`src/rtl/os_psum_drain_pkg.sv`:
```
// Shared definitions for the output-stationary psum drain block:
// FSM encoding, default drain latency, a lane-slice macro and a pointer-width helper.
`ifndef OS_PSUM_DRAIN_LANE
`define OS_PSUM_DRAIN_LANE(bus, c, bw) bus[(c)*(bw) +: (bw)]
`endif

package os_psum_drain_pkg;

  typedef enum logic [1:0] {
    ST_IDLE = 2'd0,
    ST_WAIT = 2'd1,
    ST_CAPT = 2'd2,
    ST_OUT  = 2'd3
  } drain_state_t;

  // Cycles from the first flush-high cycle to the first valid beat on array_s.
  localparam int DRAIN_LAT_DEFAULT = 2;

  // Width of an index into 0..n-1, never narrower than one bit.
  function automatic int ptr_w(input int n);
    if (n > 1) begin
      return $clog2(n);
    end else begin
      return 1;
    end
  endfunction

endpackage

```
`src/rtl/psum_row_fifo.sv`:
```
// Synchronous row FIFO holding one drained burst (data + row tag).
// Push and pop in the same cycle are both honoured. When empty, rdata keeps
// the last popped entry so downstream sees a stable bus.
module psum_row_fifo
  import os_psum_drain_pkg::*;
#(
  parameter int width = 34,
  parameter int depth = 4
) (
  input  logic                           clk,
  input  logic                           reset,
  input  logic                           wr,
  input  logic [width-1:0]               wdata,
  input  logic                           rd,
  output logic [width-1:0]               rdata,
  output logic                           full,
  output logic                           empty,
  output logic [$clog2(depth+1)-1:0]     count
);

  localparam int AW = ptr_w(depth);
  localparam int CW = $clog2(depth + 1);

  logic [width-1:0] mem_r [depth];
  logic [AW-1:0]    wr_ptr_r;
  logic [AW-1:0]    rd_ptr_r;
  logic [CW-1:0]    count_r;
  logic [width-1:0] hold_r;
  logic             wr_ok_s;
  logic             rd_ok_s;

  // Pointers wrap modulo depth, which need not be a power of two.
  function automatic logic [AW-1:0] ptr_inc(input logic [AW-1:0] p);
    if (p == AW'(depth - 1)) begin
      return AW'(0);
    end else begin
      return p + AW'(1);
    end
  endfunction

  assign full    = (count_r == CW'(depth));
  assign empty   = (count_r == CW'(0));
  assign count   = count_r;
  assign wr_ok_s = wr & ~full;
  assign rd_ok_s = rd & ~empty;

  // Head of queue, or the last popped entry while empty.
  always_comb begin
    rdata = hold_r;
    if (empty) begin
      rdata = hold_r;
    end else begin
      rdata = mem_r[rd_ptr_r];
    end
  end

  // Storage, pointers, occupancy and the hold register.
  always_ff @(posedge clk) begin
    if (!reset) begin
      for (int i = 0; i < depth; i++) begin
        mem_r[i] <= '0;
      end
      wr_ptr_r <= AW'(0);
      rd_ptr_r <= AW'(0);
      count_r  <= CW'(0);
      hold_r   <= '0;
    end else begin
      if (wr_ok_s) begin
        mem_r[wr_ptr_r] <= wdata;
        wr_ptr_r        <= ptr_inc(wr_ptr_r);
      end
      if (rd_ok_s) begin
        hold_r   <= mem_r[rd_ptr_r];
        rd_ptr_r <= ptr_inc(rd_ptr_r);
      end
      case ({wr_ok_s, rd_ok_s})
        2'b10:   count_r <= count_r + CW'(1);
        2'b01:   count_r <= count_r - CW'(1);
        default: count_r <= count_r;
      endcase
    end
  end

endmodule

```
`src/rtl/os_psum_drain.sv`:
```
// South-edge receiver for the systolic array in output-stationary mode.
// Raises the array-wide flush, captures one row per cycle from the bottom
// edge (bottom row first), and replays the rows over valid/ready.
module os_psum_drain
  import os_psum_drain_pkg::*;
#(
  parameter int col       = 8,
  parameter int row       = 8,
  parameter int psum_bw   = 16,
  parameter int DRAIN_LAT = DRAIN_LAT_DEFAULT
) (
  input  logic                       clk,
  input  logic                       reset,
  input  logic                       start,
  input  logic                       os_mode,
  output logic                       flush,
  input  logic [col*psum_bw-1:0]     array_s,
  output logic [col*psum_bw-1:0]     out_data,
  output logic [ptr_w(row)-1:0]      out_row,
  output logic                       out_valid,
  input  logic                       out_ready,
  output logic                       busy,
  output logic                       done,
  output logic                       err
);

  localparam int DW = col * psum_bw;
  localparam int RW = ptr_w(row);
  localparam int WW = ptr_w(DRAIN_LAT);
  localparam int CW = $clog2(row + 1);

  drain_state_t   state_r, state_nx;
  logic           flush_r, flush_nx;
  logic           busy_r, busy_nx;
  logic           err_r, err_nx;
  logic [WW-1:0]  wait_r, wait_nx;
  logic [RW-1:0]  tag_r, tag_nx;

  logic           start_ok_s;
  logic           push_s;
  logic           pop_s;
  logic           last_pop_s;
  logic           fifo_full_s;
  logic           fifo_empty_s;
  logic [CW-1:0]  fifo_count_s;
  logic [DW+RW-1:0] rdata_s;

  assign start_ok_s = start & os_mode & (state_r == ST_IDLE);
  // The array cannot stall: every CAPT cycle is a push.
  assign push_s     = (state_r == ST_CAPT) & ~fifo_full_s;
  assign pop_s      = ~fifo_empty_s & out_ready;
  assign last_pop_s = (state_r == ST_OUT) & pop_s & (fifo_count_s == CW'(1));

  assign flush     = flush_r;
  assign busy      = busy_r;
  assign err       = err_r;
  assign out_valid = ~fifo_empty_s;
  assign out_data  = rdata_s[DW-1:0];
  assign out_row   = rdata_s[DW +: RW];

  psum_row_fifo #(
    .width (DW + RW),
    .depth (row)
  ) u_fifo (
    .clk   (clk),
    .reset (reset),
    .wr    (push_s),
    .wdata ({tag_r, array_s}),
    .rd    (pop_s),
    .rdata (rdata_s),
    .full  (fifo_full_s),
    .empty (fifo_empty_s),
    .count (fifo_count_s)
  );

  // Next-state and control decode; done is combinational so it marks the pop cycle itself.
  always_comb begin
    state_nx = state_r;
    flush_nx = flush_r;
    busy_nx  = busy_r;
    wait_nx  = wait_r;
    tag_nx   = tag_r;
    done     = 1'b0;
    // Any start that is not accepted is reported, including one on the done cycle.
    err_nx   = start & ~start_ok_s;
    case (state_r)
      ST_IDLE: begin
        if (start_ok_s) begin
          state_nx = ST_WAIT;
          flush_nx = 1'b1;
          busy_nx  = 1'b1;
          wait_nx  = WW'(DRAIN_LAT - 1);
          tag_nx   = RW'(row - 1);
        end else begin
          state_nx = ST_IDLE;
        end
      end
      ST_WAIT: begin
        if (wait_r == WW'(0)) begin
          state_nx = ST_CAPT;
        end else begin
          wait_nx = wait_r - WW'(1);
        end
      end
      ST_CAPT: begin
        // Row tags count down: bottom row arrives first, row 0 last.
        if (tag_r == RW'(0)) begin
          state_nx = ST_OUT;
          flush_nx = 1'b0;
        end else begin
          tag_nx = tag_r - RW'(1);
        end
      end
      ST_OUT: begin
        if (last_pop_s) begin
          state_nx = ST_IDLE;
          busy_nx  = 1'b0;
          done     = 1'b1;
        end else begin
          state_nx = ST_OUT;
        end
      end
      default: begin
        state_nx = ST_IDLE;
        flush_nx = 1'b0;
        busy_nx  = 1'b0;
      end
    endcase
  end

  // State and control registers; reset abandons any burst in flight.
  always_ff @(posedge clk) begin
    if (!reset) begin
      state_r <= ST_IDLE;
      flush_r <= 1'b0;
      busy_r  <= 1'b0;
      err_r   <= 1'b0;
      wait_r  <= WW'(0);
      tag_r   <= RW'(0);
    end else begin
      state_r <= state_nx;
      flush_r <= flush_nx;
      busy_r  <= busy_nx;
      err_r   <= err_nx;
      wait_r  <= wait_nx;
      tag_r   <= tag_nx;
    end
  end

endmodule

```
`config.mk`:
```
export PLATFORM = sky130hd
export DESIGN_NAME = os_psum_drain
export DESIGN_NICKNAME = d
export VERILOG_FILES = /design/src/rtl/os_psum_drain_pkg.sv /design/src/rtl/psum_row_fifo.sv /design/src/rtl/os_psum_drain.sv
export SDC_FILE = /design/constraint.sdc
export NUM_CORES = 2
export LEC_CHECK = 0
export ABC_AREA = 1
export BUFFER_PORTS_ARGS = -buffer_cell sky130_fd_sc_hd__buf_4
export CAP_MARGIN = 10
export CORE_UTILIZATION = 40
export CTS_BUF_LIST = sky130_fd_sc_hd__clkbuf_4 sky130_fd_sc_hd__clkbuf_8 sky130_fd_sc_hd__clkbuf_16
export DETAILED_ROUTE_END_ITERATION = 8
export PLACE_DENSITY = 0.58
export SYNTH_ARGS = -nofsm -noshare
export SYNTH_HDL_FRONTEND = slang
export SYNTH_SLANG_ARGS = --single-unit
```
`constraint.sdc`:
```
create_clock -name clk -period 6.95 [get_ports clk]
set_input_delay 0.695 -clock clk [delete_from_list [all_inputs] [get_ports clk]]
set_output_delay 0.695 -clock clk [all_outputs]
set_load 0.05 [all_outputs]
```
==> metrics.md <==
| Metric | Value |
|---|---|
| CTS tree | `done` |
| Initial antenna violation count | `3` |
| CTS root buffer | `clkbuf_16` |
| R2R Path End | `u_fifo.mem_r[3][122]` |
| Total core area | `130000 um^2` |
| WHS Path Cells | `3` |
| Post-Synthesis Cells | `~5400` |
| Flops & latches, synth | `between 1000 and 1500` |
| Worst R2R Path Depth | `8` |
| Worst EP required | `roughly 6.3 ns` |
| Slew HR | `0.167` |
| Power Density | `444 nW/um^2` |
| Post-CTS setup buffers | `0` |
| Kind of end point of the critical path | `primary output` |
| Fmax | `0.188 GHz` |
| Vias in the first global route | `about 37000` |
| Initial drt markers | `around 3700` |
| Crit-path max FO | `71` |
| IO Pins | `269` |
| Leakage | `23.3 nW` |
| Library cells used by synthesis | `28` |
| Drt wl/cell | `20.4 um` |
| Clk_skew | `0.0240 ns` |
| Status | `finished clean` |
| Critical Path AT | `4.61 ns` |
| Nets@finish | `5577` |
| N_diodes | `0` |
| DIE HEIGHT | `364 um` |
| GP Congestion | `0.759` |
| Worst setup SP type | `flip-flop` |
| Hold Startpoint | `start` |
| CTS Hold Bufs | `0` |
| Worst-Skew Late Latency | `0.76 ns` |
| Pre-antenna DRT Iters | `6` |
| Post-DP HPWL | `78700 um` |
| Num rows | `approximately 130` |
| Reg2Reg Launch Point | `u_fifo.count[0]` |
| Grt ovf | `0` |
| Setup CP Type | `reg -> out` |
| Sequential power share | `0.335` |
| Die X | `364 um` |
| Largest net degree at the start of global routing | `approximately 270` |
| Count of input and output buffers | `268` |
| Int Pwr | `0.0152 W` |
| Area growth, synth to finish | `13.7%` |
| Reg2reg setup slack | `2.95 ns` |
| CTS Sinks | `1201` |
| Syn avg cell area | `9.74 um^2` |
| Met3 Usage GRT | `0.0353` |
| First-pass GRT wire length | `225000 um` |
| Fin crit share | `0.764` |
| Mapped Nets | `5525` |
| Slew @ Worst Pin | `1.25 ns` |
| H-tree depth | `4` |
| Switching power total | `~0.011 W` |
| Layout cells sized above 1 | `0.100` |
| Clock Power Share | `0.264` |
| Most common cell after layout, fill and taps aside | `nor2_1` |
| M2 GR Usage | `0.362` |
| # DRC | `0` |
| Max Buffers Root-to-Sink | `3` |
| Layer with the highest usage | `met2` |
| Sequential-to-total area share from yosys stat | `0.659` |
| Initial core utilization | `0.404` |
| Max_cap viols | `0` |
| Mapped Area | `52400 um^2` |
| Combinational power share | `0.401` |
| Die ar. | `132000 um^2` |
| Setup_tns | `0 ns` |
| Routed WL | `between 100000 and 150000 um` |
| Total number of vias | `38200` |
| Post-cts gate resize count | `0` |
| Synth warnings | `0` |
| Final Setup Violations | `0` |
| RSZ-0062 raised after global routing | `no` |
| CTS clk-pin slew, worst paths | `0.06 ns` |
| Total power | `between 0.02 and 0.03 W` |
| Hold Crit Class | `in -> reg` |
| Most frequent cells in the layout | `nor2_1, edfxtp_1, o21ai_0, buf_4, nand2_1` |
| Met1 Use GR | `0.304` |
| Pins Over Slew Limit | `0` |
| TritonCTS Buffers | `133` |
| Final hold violations | `0` |
| VDD IR-drop max | `1.09 mV` |
| Hold path endpoint | `err` |
| Antenna Nets Post-Route | `0` |
| All-Layer GR Usage | `0.223` |
| Vias/cell | `5.25` |
| Final Critical Period | `~5.3 ns` |
| Switching share of power | `0.424` |
==> power by group through the flow <==
stage / Combinational [W] / Sequential (W) / Clock (W)
finish: 0.0106 / 0.00886 / 0.00699
global route: 0.0115 / 0.00893 / 0.00734
CTS: 0.0107 / 0.00885 / 0.00708
detailed placement: 0.0107 / 0.00900 / 0
global placement: 0.0106 / 0.00898 / 0
floorplan: 0.00760 / 0.00883 / 0
==> through the flow <==
step | area [um^2] | std cells | hold slack (ns) | setup slack, ns | util
finish | 59600 | 7283 | 0.196 | 1.64 | 0.459
global route | 59600 | 7283 | 0.156 | 1.31 | 0.459
CTS | 59600 | 7283 | 0.142 | 1.62 | 0.459
detailed placement | 55300 | 7041 | 0.451 | 2.44 | 0.426
global placement | 55300 | 7041 | 0.446 | 2.43 | 0.426
floorplan | 52400 | 5382 | 0.430 | 2.07 | -
==> registers in the layout, indices dropped and copies added (netlist names), 2 cells and up, named ones only <==
name             count
u_fifo.wr_ptr_r      3
u_fifo.hold_r      131
state_r              2
u_fifo.rd_ptr_r      3
u_fifo.count         4
tag_r                3
u_fifo.mem_r      1048
==> logic make-up (layout without fill, tap and decap cells) <==
| family | Yosys count | count (layout) | synth area share |
|---|---|---|---|
| simple gates | 2552 | 2552 | 0.187 |
| flops | 1201 | 1201 | 0.659 |
| compound gates | 1076 | 1076 | 0.103 |
| buf+inv | 542 | 701 | 0.0485 |
| fa+ha+maj | 10 | 10 | 0.00239 |
| xor+xnor | 1 | 1 | 0.000167 |
==> layout make-up <==
type	instances	area [um^2]
fillers	12400	70200
flip-flops and latches	1201	34500
multi-input cells	3639	15500
clock buffers	183	3830
repair buffers	305	2470
well taps	1742	2180
inverters	154	601
clock inverters	59	477
==> how the worst max path moves through the flow <==
stage | startpoint | end | slack [ns] | cells past startpoint
floorplan | reset | u_fifo.mem_r[0][0] | 2.07 | 7
global placement | flip-flop | out_data[97] | 2.43 | 8
detailed placement | flip-flop | out_data[97] | 2.44 | 8
CTS | flip-flop | out_data[97] | 1.62 | 8
global route | flip-flop | out_data[97] | 1.31 | 8
finish | flip-flop | out_data[97] | 1.64 | 8
==> synthesized netlist by cell type <==
cell type / count / area, um^2
a21oi_1: 143 / 716
inv_1: 147 / 552
edfxtp_1: 1048 / 31500
xor2_1: 1 / 8.76
dfxtp_1: 153 / 3060
buf_1: 28 / 105
nand3_1: 134 / 671
o211ai_1: 1 / 7.51
or2_2: 1 / 6.26
nand3_2: 1 / 10.0
nand4_1: 2 / 12.5
nor2_4: 3 / 33.8
o211a_1: 1 / 10.0
nor2_2: 1 / 6.26
nor3_1: 1 / 5.00
nand2_2: 8 / 50.1
buf_6: 24 / 270
buf_2: 119 / 596
ha_1: 10 / 125
o21ai_1: 278 / 1390
inv_2: 4 / 15.0
a21oi_4: 1 / 16.3
buf_4: 47 / 353
nor2_1: 2113 / 7930
nand2_1: 288 / 1080
clkinv_1: 3 / 11.3
clkbuf_1: 170 / 638
o21ai_0: 652 / 3260
==> worst max-delay path, cell delays in order (launching register included) <==
cell     delay [ns]
dfxtp_4        0.85
buf_4          0.86
buf_4          0.84
nor2_1         0.12
o21ai_0        0.11
nand2_1        0.07
o21ai_1        0.57
o21ai_1        0.12
buf_4          0.23
==> layer usage <==
layer,up-vias,share of wire
met5,-,0.000094
met4,2,0.028
met3,216,0.061
met2,1169,0.47
met1,18600,0.44
li1,18200,-
No activity file was read; power rests on OpenSTA's default activity.
